$ cat config.mk
export PLATFORM = sky130hd
export DESIGN_NAME = muldiv_unit
export DESIGN_NICKNAME = d
export VERILOG_FILES = /design/src/rtl/mips_pkg.sv /design/src/rtl/div_step.sv /design/src/rtl/muldiv_unit.sv
export SDC_FILE = /design/constraint.sdc
export NUM_CORES = 1
export LEC_CHECK = 0
export BUFFER_PORTS_ARGS = -buffer_cell sky130_fd_sc_hd__clkbuf_2
export CORE_MARGIN = 4
export CORE_UTILIZATION = 30
export CTS_CLUSTER_DIAMETER = 30
export DETAILED_ROUTE_END_ITERATION = 8
export GPL_TIMING_DRIVEN = 0
export SLEW_MARGIN = 5
export SYNTH_ARGS = -nofsm -noshare
export SYNTH_HDL_FRONTEND = slang
export SYNTH_SLANG_ARGS = --single-unit
$ cat constraint.sdc
create_clock -name clk -period 3.6 [get_ports clk]
set_input_delay 0 -clock clk [delete_from_list [all_inputs] [get_ports clk]]
set_output_delay 0 -clock clk [all_outputs]
set_load 0.005 [all_outputs]
$ cat src/rtl/mips_pkg.sv
// mips_pkg: shared encodings for the execute-stage multiply/divide unit.
// Contents: op and FSM state enums, divide-by-zero quotient constant, op helpers.
package mips_pkg;

    typedef enum logic [1:0] {
        OP_MULT  = 2'b00,
        OP_MULTU = 2'b01,
        OP_DIV   = 2'b10,
        OP_DIVU  = 2'b11
    } muldiv_op_t;

    typedef enum logic [1:0] {
        IDLE = 2'b00,
        CALC = 2'b01,
        FIX  = 2'b10
    } muldiv_state_t;

    // Quotient returned on divide by zero; sliced to the unit width.
    localparam logic [63:0] DIV_BY_ZERO_LO = '1;

    function automatic logic is_signed_op(input muldiv_op_t op);
        return (op == OP_MULT) || (op == OP_DIV);
    endfunction

    function automatic logic is_div_op(input muldiv_op_t op);
        return (op == OP_DIV) || (op == OP_DIVU);
    endfunction

endpackage

$ cat src/rtl/div_step.sv
// div_step: one combinational restoring-division step.
// Ports: rem_i partial remainder, bit_i next dividend bit, divisor_i;
//        rem_o next partial remainder, q_o quotient bit.
module div_step #(
    parameter int WIDTH = 32
) (
    input  logic [WIDTH-1:0] rem_i,
    input  logic             bit_i,
    input  logic [WIDTH-1:0] divisor_i,
    output logic [WIDTH-1:0] rem_o,
    output logic             q_o
);

    logic [WIDTH:0] shifted;

    assign shifted = {rem_i, bit_i};
    assign q_o     = (shifted >= {1'b0, divisor_i});

    // When the divisor fits, the true difference is below the divisor,
    // so the low WIDTH bits of the modular subtraction are exact.
    assign rem_o = q_o ? (shifted[WIDTH-1:0] - divisor_i)
                       : shifted[WIDTH-1:0];

endmodule

$ cat src/rtl/muldiv_unit.sv
// muldiv_unit: iterative MULT/MULTU/DIV/DIVU unit owning the HI/LO registers.
// Ports: clk, reset_n (async active-low), start/op/a/b issue, flush abort,
//        mthi/mtlo moves from a; busy stall, done pulse, hi/lo outputs.
// Option: define MULDIV_FAST_MUL_EN for a single-cycle multiply path.
module muldiv_unit
    import mips_pkg::*;
#(
    parameter int WIDTH = 32
) (
    input  logic             clk,
    input  logic             reset_n,
    input  logic             start,
    input  logic [1:0]       op,
    input  logic [WIDTH-1:0] a,
    input  logic [WIDTH-1:0] b,
    input  logic             flush,
    input  logic             mthi,
    input  logic             mtlo,
    output logic             busy,
    output logic             done,
    output logic [WIDTH-1:0] hi,
    output logic [WIDTH-1:0] lo
);

    localparam int CW = (WIDTH > 1) ? $clog2(WIDTH) : 1;
    localparam logic [CW-1:0] CNT_INIT = CW'(WIDTH - 1);

    muldiv_state_t    state_q, state_d;
    muldiv_op_t       op_q, op_d;
    logic             neg_a_q, neg_a_d;
    logic             neg_b_q, neg_b_d;
    logic [WIDTH-1:0] opnd_q, opnd_d;
    logic [2*WIDTH-1:0] acc_q, acc_d;
    logic [CW-1:0]    cnt_q, cnt_d;
    logic             busy_q, busy_d;
    logic             done_q, done_d;
    logic [WIDTH-1:0] hi_q, hi_d;
    logic [WIDTH-1:0] lo_q, lo_d;

    muldiv_op_t       op_in;
    logic             in_signed;
    logic             neg_a_in;
    logic             neg_b_in;
    logic [WIDTH-1:0] abs_a;
    logic [WIDTH-1:0] abs_b;

    assign op_in     = muldiv_op_t'(op);
    assign in_signed = is_signed_op(op_in);
    assign neg_a_in  = in_signed & a[WIDTH-1];
    assign neg_b_in  = in_signed & b[WIDTH-1];
    assign abs_a     = neg_a_in ? -a : a;
    assign abs_b     = neg_b_in ? -b : b;

    // Multiply: acc holds {partial product, remaining multiplier bits}.
    logic [WIDTH:0] mul_sum;

    assign mul_sum = {1'b0, acc_q[2*WIDTH-1:WIDTH]}
                   + (acc_q[0] ? {1'b0, opnd_q} : '0);

    // Divide: acc holds {partial remainder, dividend bits / quotient bits}.
    logic [WIDTH-1:0] step_rem;
    logic             step_q;

    div_step #(
        .WIDTH (WIDTH)
    ) u_div_step (
        .rem_i     (acc_q[2*WIDTH-1:WIDTH]),
        .bit_i     (acc_q[WIDTH-1]),
        .divisor_i (opnd_q),
        .rem_o     (step_rem),
        .q_o       (step_q)
    );

    // Sign correction applied in FIX.
    logic               res_neg;
    logic               div_zero;
    logic [2*WIDTH-1:0] prod_fix;
    logic [WIDTH-1:0]   quo_raw;
    logic [WIDTH-1:0]   rem_raw;
    logic [WIDTH-1:0]   quo_fix;
    logic [WIDTH-1:0]   rem_fix;

    assign res_neg  = neg_a_q ^ neg_b_q;
    assign div_zero = (opnd_q == '0);
    assign prod_fix = res_neg ? -acc_q : acc_q;
    assign quo_raw  = acc_q[WIDTH-1:0];
    assign rem_raw  = acc_q[2*WIDTH-1:WIDTH];
    assign quo_fix  = div_zero ? DIV_BY_ZERO_LO[WIDTH-1:0]
                               : (res_neg ? -quo_raw : quo_raw);
    // With a zero divisor every step shifts the dividend through the
    // remainder unchanged, so the remainder path already yields a.
    assign rem_fix  = neg_a_q ? -rem_raw : rem_raw;

    always_comb begin
        state_d = state_q;
        op_d    = op_q;
        neg_a_d = neg_a_q;
        neg_b_d = neg_b_q;
        opnd_d  = opnd_q;
        acc_d   = acc_q;
        cnt_d   = cnt_q;
        busy_d  = busy_q;
        done_d  = 1'b0;
        hi_d    = hi_q;
        lo_d    = lo_q;

        unique case (state_q)
            IDLE: begin
                if (start && !flush) begin
                    op_d    = op_in;
                    neg_a_d = neg_a_in;
                    neg_b_d = neg_b_in;
                    cnt_d   = CNT_INIT;
                    busy_d  = 1'b1;
                    if (is_div_op(op_in)) begin
                        opnd_d  = abs_b;
                        acc_d   = {{WIDTH{1'b0}}, abs_a};
                        state_d = CALC;
                    end else begin
`ifdef MULDIV_FAST_MUL_EN
                        opnd_d  = abs_a;
                        acc_d   = {{WIDTH{1'b0}}, abs_a}
                                * {{WIDTH{1'b0}}, abs_b};
                        state_d = FIX;
`else
                        opnd_d  = abs_a;
                        acc_d   = {{WIDTH{1'b0}}, abs_b};
                        state_d = CALC;
`endif
                    end
                end else if (!start) begin
                    if (mthi) hi_d = a;
                    if (mtlo) lo_d = a;
                end
            end
            CALC: begin
                if (is_div_op(op_q)) begin
                    acc_d = {step_rem, acc_q[WIDTH-2:0], step_q};
                end else begin
                    acc_d = {mul_sum, acc_q[WIDTH-1:1]};
                end
                if (cnt_q == '0) begin
                    state_d = FIX;
                end else begin
                    cnt_d = cnt_q - 1'b1;
                end
            end
            FIX: begin
                state_d = IDLE;
                busy_d  = 1'b0;
                done_d  = 1'b1;
                if (is_div_op(op_q)) begin
                    hi_d = rem_fix;
                    lo_d = quo_fix;
                end else begin
                    hi_d = prod_fix[2*WIDTH-1:WIDTH];
                    lo_d = prod_fix[WIDTH-1:0];
                end
            end
            default: begin
                state_d = IDLE;
                busy_d  = 1'b0;
            end
        endcase

        // Abort leaves HI/LO untouched and suppresses the done pulse.
        if (flush && state_q != IDLE) begin
            state_d = IDLE;
            busy_d  = 1'b0;
            done_d  = 1'b0;
            hi_d    = hi_q;
            lo_d    = lo_q;
        end
    end

    always_ff @(posedge clk or negedge reset_n) begin
        if (!reset_n) begin
            state_q <= IDLE;
            op_q    <= OP_MULT;
            neg_a_q <= 1'b0;
            neg_b_q <= 1'b0;
            opnd_q  <= '0;
            acc_q   <= '0;
            cnt_q   <= '0;
            busy_q  <= 1'b0;
            done_q  <= 1'b0;
            hi_q    <= '0;
            lo_q    <= '0;
        end else begin
            state_q <= state_d;
            op_q    <= op_d;
            neg_a_q <= neg_a_d;
            neg_b_q <= neg_b_d;
            opnd_q  <= opnd_d;
            acc_q   <= acc_d;
            cnt_q   <= cnt_d;
            busy_q  <= busy_d;
            done_q  <= done_d;
            hi_q    <= hi_d;
            lo_q    <= lo_d;
        end
    end

    assign busy = busy_q;
    assign done = done_q;
    assign hi   = hi_q;
    assign lo   = lo_q;

endmodule

==> summary.md, run 1 <==
| Metric | Value |
|---|---|
| Status | finished, final reports clean |
| Avg Inst Size Synth | between 7 and 8 µm² |
| IO buf count | ~140 |
| Period utilization | a little under 100% |
| Critical path peak fanout | 10 |
| TritonCTS clock tree | yes |
| Max_slew headroom | 6.137% |
| Gr usage total | about a quarter |
| PD cells | between 700 and 800 nW/µm² |
| WP data arrival | 3.82 ns |
| Global-route wire length before repair | slightly below 100 mm |
| Final setup violation count | 0 |
| Placed cells | around 2800 |
| Die W | roughly 230 µm |
| TritonRoute pass-1 iters | 6 |
| DR vias | 16250 |
| Syn nets | about 2100 |
| Kind of critical path | flip-flop to flip-flop |
| Initial antenna violation count | 5 |
| Hold_sp | a[5] |
| Top_reg_cell synth | dfrtp_1 |
| Syn Inst Count | around 2000 |
| F_max | roughly 0.29 GHz |
| Die area | approximately 54000 µm² |
| Drt initial violations | around 1500 |
| Pleak | between 7 and 8 nW |
| Core Box Area | 50070 µm² |
| Htree depth | 4 |
| Total power draw | ~0.013 W |
| Critical R2R Capture | acc_q[61] |
| Final Skew | between 0.015 and 0.02 ns |
| Share of layout cells above drive strength 1 | 11.58% |
| Final nets | 2290 |
| Final WL | approximately 65 mm |
| Fin. Hold Viols | 0 |
| IO Pins | approximately 140 |
| Worst-Margin Slew | about 1.4 ns |
| Hold Path Stages | 3 |
| DIE HEIGHT | roughly 230 µm |
| Area delta synth->final | 16.21% |
| Reg2reg start | acc_q[0] |
| Gpl congestion | about 0.99 |
| WL/cell | around 23 µm |
| Clock tree buffer depth | 2 |
| Worst skew pair latency | around 0.46 ns |
| Largest net degree at the start of global routing | 94 |
| Routed vias/inst | ~5.7 |
| R2R Setup Slk | 0.12 ns |
| Non-Filler Instances | between 2000 and 3000 |
| Slew Limit Fails | 0 |
| Overflow after GRT | 0 |
| Vias in the first global route | between 15000 and 20000 |
| Count of yosys warnings during synthesis | 0 |
| Total CTS buffers | 17 |
| Post-synth EDFFs | 0 |
| DR DRC count | 0 |
| WP data required | slightly below 4 ns |
| Num rows | a little over 80 |
| Shortest period the worst path allows | between 3 and 4 ns |
| Synthesized area | about 15000 µm² |
| Post-synthesis sequential area ratio | ~28% |
| Critical Path End Type | flip-flop |
| Library cells used by synthesis | 86 |
| Root buffer cell | clkbuf_16 |
| Yosys reg bits | 172 |
| Worst Hold End | hi[5] |
| Starting density of the core | a little under a third |
| DRT antenna net count | 0 |
| VDD IR max | ~0.0004 V |
| DP Wirelength | 51.77 mm |
| Max cap viols | 0 |
| R2R depth | 13 |
| CTS Sinks | 172 |
| Clock Pin Slew Worst Setup and Hold Paths | about 0.070 ns |
| Share of synthesized registers carrying an async set or reset | 100.0% |
| HP Class | input pin to flip-flop |
| Worst setup SP type | flip-flop |
-- cell usage in the layout, fill, tap and decap left out, drive strengths merged, types with 18 or more instances in the layout --
cell type / instances
clkbuf: 252
o21ai: 217
nor2: 194
a21oi: 190
nand2: 188
dfrtp: 172
xnor2: 97
xor2: 75
inv: 73
ha: 70
nor3: 54
mux2i: 50
a211oi: 45
o22ai: 36
nand3: 32
or3: 31
buf: 29
a21o: 28
nor4: 27
a31oi: 26
o211ai: 25
and3: 18
-- per-layer routing --
layer  GRT usage [%]  routed length [µm]
met3           3.342                5040
met2           37.36               28920
met5               0                  53
met4           8.947                2619
met1           31.79               27960
-- final cells by class --
class                   count  area [µm²]
flip-flops and latches    172        4310
plain buffers             116       467.9
repair buffers            159       917.1
inverters                  71       266.5
clock inverters            12       112.6
clock buffers              20       466.7
diodes                      1       2.502
multi-input cells        1609       10250
fillers                  5385       32430
well taps                 672       840.8
-- stage by stage --
stage	util [%]	TNS (ns)	hold slack [ns]	instance area, µm²	worst slack [ns]
2_1_floorplan	-	0	-0.2956	15180	0.4958
3_3_place_gp	33.35	-164.58	0.2497	16700	-0.9156
3_5_place_dp	33.43	-11.40	0.1155	16740	-0.5614
4_1_cts	34.97	0	0.001307	17510	0.006587
5_1_grt	35.22	-0.005267	0.02618	17640	-0.005267
6_report	35.23	0	0.01665	17640	0.1232
-- critical path, stage by stage, from the launching register on --
cell and delay [ns]:
dfrtp_2 0.49, inv_2 0.17, buf_6 0.17, nor2_1 0.06, ha_1 0.33, nor2b_1 0.17
o31a_1 0.28, o31a_1 0.36, a211oi_4 0.30, o21ai_2 0.15, a211oi_2 0.30, o21ai_1 0.13
xor2_1 0.17, a221o_1 0.29
-- flip-flops by register name, indices dropped and copies added (netlist names) --
signal and cells:
acc_q 64, hi 32, lo 32, opnd_q 32, cnt_q 5, state_q 2
busy 1, done 1, neg_a_q 1, neg_b_q 1, op_q 1
-- what timing repair did --
item,in CTS,in global routing
buffers inserted,2,6
endpoints found under the hold margin,93,0
hold buffers,14,0
gates resized for setup,11,32
setup endpoints to repair,53,35
pin swaps,3,2
-- worst max-delay path by stage --
stage / slack [ns] / endpoint / from / cells past startpoint
global placement: -0.92 / hi[13] / reset_n / 1
floorplan: 0.50 / acc_q[61] / acc_q[0] / 13
finish: 0.12 / acc_q[61] / acc_q[0] / 13
detailed placement: -0.56 / acc_q[56] / acc_q[0] / 13
global route: -0.005 / acc_q[56] / acc_q[0] / 13
CTS: 0.007 / hi[26] / acc_q[0] / 11
-- Yosys cell counts, drive strengths merged (8+ instances only) --
cell type	count	share of area, %
a22oi	15	0.74
nor2	194	4.8
nor3	54	2.0
o41ai	8	0.68
a21oi	190	6.3
o22ai	36	1.5
buf	19	0.56
inv	70	1.7
nand3	32	1.1
nor2b	11	0.45
or3	31	1.3
o21a	15	0.74
a221oi	12	0.69
dfrtp	172	28
xor2	75	4.3
and3	18	0.77
or2	10	0.41
clkbuf	98	2.4
o21ai	217	7.2
and2	12	0.51
o21bai	10	0.49
a31oi	26	1.1
mux2i	50	3.3
a21o	28	1.4
nand2	188	4.6
nor4	27	1.3
a211oi	45	2.3
o31ai	14	0.76
nand4	17	0.70
o211ai	25	1.3
ha	70	5.8
xnor2	97	5.6
or4	8	0.42
nand2b	15	0.62
-- logic make-up after synthesis --
group                      synth area share [%]
AOI/OAI and AO/OA                         27.33
adders and majority gates                 6.034
xor gates and xnor gates                  9.925
DFF                                       28.36
buffers and inverters                     4.764
muxes                                     3.446
and+or+nand+nor                           20.15
-- power breakdown --
group	total [W]	internal [W]	switching, W
clock	0.00193	0.00101	0.000919
sequential	0.00322	0.00240	0.000823
combinational	0.00743	0.00288	0.00455
(Power assumes the default switching activity.)
==> run 2, diff against run 1 <==
--- a/config.mk
+++ b/config.mk
@@ -6,6 +6,7 @@
 export NUM_CORES = 1
 export LEC_CHECK = 0
 export BUFFER_PORTS_ARGS = -buffer_cell sky130_fd_sc_hd__clkbuf_2
+export CORE_ASPECT_RATIO = 2
 export CORE_MARGIN = 4
 export CORE_UTILIZATION = 30
 export CTS_CLUSTER_DIAMETER = 30
==> run 2 against run 1 <==
Effect of this change: clock power is 3% higher; clock skew up 0.0049 ns; worst setup slack improved by 0.014 ns; power increased by 3.0%; critical endpoint unchanged; largest cell class unchanged.
==> summary.md, run 2 (same netlist as run 1, synthesis figures left out) <==
| Metric | Value |
|---|---|
| Overflow after GRT | 0 (unchanged) |
| R2R Setup Slk | 0.14 ns (about the same) |
| Met2 Wirelength | 40.25 mm (+39%) |
| Worst setup SP type | flip-flop |
| Core Box Area | 50070 µm² (about the same) |
| Area delta synth->final | 16.65% |
| Critical path peak fanout | 10 (unchanged) |
| Pleak | 7.459 nW (+0.97%) |
| PD cells | 731.5 nW/µm² (+2.6%) |
| Largest net degree at the start of global routing | 95 (+1.1%) |
| Metal-1 WL | 24.05 mm (-14%) |
| Slew Limit Fails | 0 (unchanged) |
| Drt initial violations | 1269 (-18%) |
| DRT antenna net count | 0 (unchanged) |
| Global-route wire length before repair | 110.7 mm (+15%) |
| Seq pwr share | 25.7% (about the same) |
| Final nets | 2296 (+0.26%) |
| Initial antenna violation count | 0 (-5) |
| CP startpoint | acc_q[0] |
| Starting density of the core | 30.31% (about the same) |
| FF+latch area | 4309 µm² (about the same) |
| Max cap viols | 0 (unchanged) |
| Shortest period the worst path allows | 3.462 ns (-0.01430 ns) |
| WP data required | 3.97 ns (+0.03 ns) |
| Combinational power share | 58.9% (about the same) |
| Largest stage delay on the critical path | 0.43 ns (-0.06 ns) |
| RSZ-0062 raised after global routing | false |
| Share of layout cells above drive strength 1 | 11.32% (-0.26 points) |
| CTS Sinks | 172 (unchanged) |
| Placed Area | 16750 µm² (about the same) |
| WL/cell | 27.15 µm (+19%) |
| HP Class | input pin to flip-flop |
| Gr usage total | 27.19% (+3.9 points) |
| Htree depth | 4 (unchanged) |
| Clock tree buffer depth | 2 (unchanged) |
| Worst skew pair latency | 0.48 ns (+0.02 ns) |
| # fillers | 5315 (-1.3%) |
| Period utilization | 96.18% (-0.40 points) |
| Root buffer cell | clkbuf_16 |
| Critical R2R Capture | acc_q[61] |
| DR DRC count | 0 (unchanged) |
| Reg2reg start | acc_q[0] |
| CP cell instances | inv_2 -> clkbuf_8 -> nor2_1 -> ha_1 -> nor2b_2 -> o31a_1 -> o31a_1 -> a211oi_4 -> buf_4 -> o21ai_4 -> a211oi_4 -> o21ai_1 -> xor2_1 -> a221o_1 |
| Total CTS buffers | 17 (unchanged) |
| Fin. Hold Viols | 0 (unchanged) |
| Gpl congestion | 1.018 (+3.3%) |
| Worst slack at placement | -1.141 ns (-0.5795 ns) |
| Delay-heaviest family, CP | compound AO/OA/AOI/OAI gates |
| Max_slew headroom | 14.04% (+7.9 points) |
| IO Pins | 138 (unchanged) |
| F_max | 0.2888 GHz (+0.41%) |
| Util after Layout | 35.36% (+0.13 points) |
| Num rows | 116 (+41%) |
| DIE HEIGHT | 326.1 µm (+40%) |
| Status | finished, final reports clean |
| Last element of the critical path | acc_q[61] |
| Met3 routed WL | 3.640 mm (-28%) |
| Clock Pin Slew Worst Setup and Hold Paths | 0.09 ns (+0.02 ns) |
| IO buf count | 136 (unchanged) |
| Most frequent cells in the layout | o21ai_0 (201), nor2_1 (192), a21oi_1 (189) |
| Highest metal used | met4 |
| Vias in the first global route | 16810 (+8.1%) |
| Worst Setup Slack, final | 0.1375 ns (+0.01430 ns) |
| Clock network fraction of total power | 15.4% (about the same) |
| CP Buf/Inv Count | 3 (+1) |
| Commonest non-fill, non-tap cell in the layout | o21ai_0 |
| R2R depth | 14 (+1) |
| TritonRoute pass-1 iters | 5 (-1) |
| Final setup violation count | 0 (unchanged) |
| DP Wirelength | 60.93 mm (+18%) |
| Critical Path End Type | flip-flop |
| Post-route cell area | 17710 µm² (+0.38%) |
| WP data arrival | 3.83 ns (about the same) |
| Register with the most flip-flops | acc_q |
| TritonCTS clock tree | yes |
| Switching pwr | 0.006764 W (+7.5%) |
| Die area | 54480 µm² (+0.40%) |
| Routed vias/inst | 5.897 (+2.8%) |
| Die W | 167.1 µm (-28%) |
| Final Skew | 0.02361 ns (+0.004878 ns) |
| Hold Slack | 0.01548 ns (-0.001177 ns) |
| Max FFs per register | 64 (unchanged) |
| Sw frac | 52.22% (+2.2 points) |
| CP Depth | 14 (+1) |
| Final WL | 76.42 mm (+18%) |
| Worst-Margin Slew | 1.286 ns (-0.1023 ns) |
| Internal power | 0.006188 W (-1.6%) |
| DR vias | 16600 (+2.2%) |
| VDD IR max | 0.0004181 V (+4.6%) |
| Kind of critical path | flip-flop to flip-flop |
| Footprint of the multi-input gates | 10270 µm² (+0.12%) |
| Worst path slowest cell | dfrtp_2 |
[run 2: changes by cell type in the layout (fill, tap and decap cells not counted), moves of 2 or more]
cell           delta
inv_8             +6
clkbuf_8          -2
inv_6             +2
ha_2              -4
clkinv_8          +3
clkinvlp_4        -5
buf_4             -2
ha_1              +4
o21ai_0           +3
o21ai_1           -3
dlygate4sd3_1     +5
a211oi_2          -2
[run 2: how the worst min path moves through the flow]
stage            start          to  slack (ns)  cells after the start
2_1_floorplan  reset_n    acc_q[0]       -0.30                      0
3_3_place_gp     flush  state_q[0]        0.29                      2
3_5_place_dp   reset_n   acc_q[44]        0.09                      2
4_1_cts          b[20]  opnd_q[20]       0.001                      4
5_1_grt           a[2]       lo[2]        0.02                      3
6_report         a[22]      lo[22]        0.02                      3
[run 2: power groups by stage]
stage	registers (W)	clock network [W]	logic (W)
2_1_floorplan	0.00287	0	0.00511
3_3_place_gp	0.00331	0	0.00724
3_5_place_dp	0.00332	0	0.00732
4_1_cts	0.00327	0.00200	0.00745
5_1_grt	0.00336	0.00206	0.00825
6_report	0.00333	0.00199	0.00763
[run 2: cell type report]
class	instances	share of cell area (%)
Sequential cell	172	24.34
Clock inverter	15	0.9328
Buffer	117	2.664
Clock buffer	17	2.403
Multi-Input combinational cell	1609	57.98
Tap cell	649	4.586
Timing Repair Buffer	164	5.576
Antenna cell	1	0.01413
Inverter	71	1.505
[run 2: metal layers]
layer,up-vias,track usage [%]
met5,-,0
li1,7528,-
met3,269,3.460
met2,712,50.34
met1,8090,25.34
met4,0,24.96
[run 2: repair_timing]
action	CTS	global route
endpoints found under the hold margin	116	0
endpoints found under the setup margin	42	34
buffers inserted	4	2
gates resized for setup	15	18
pin swaps	2	5
hold buffers	19	0
[run 2: worst min-delay path, cell delays in order]
cell,delay [ns]
clkbuf_2,0.19
o22ai_1,0.12
o21ai_0,0.14
[run 2: per-stage QoR]
stage | cells | TNS, ns | total power, W
final | 2815 | 0 | 0.01295
after global routing | 2814 | 0 | 0.01366
after CTS | 2812 | 0 | 0.01272
after detailed placement | 2757 | -18.40 | 0.01065
after global placement | 2754 | -168.00 | 0.01055
after floorplan | 1969 | 0 | 0.007983
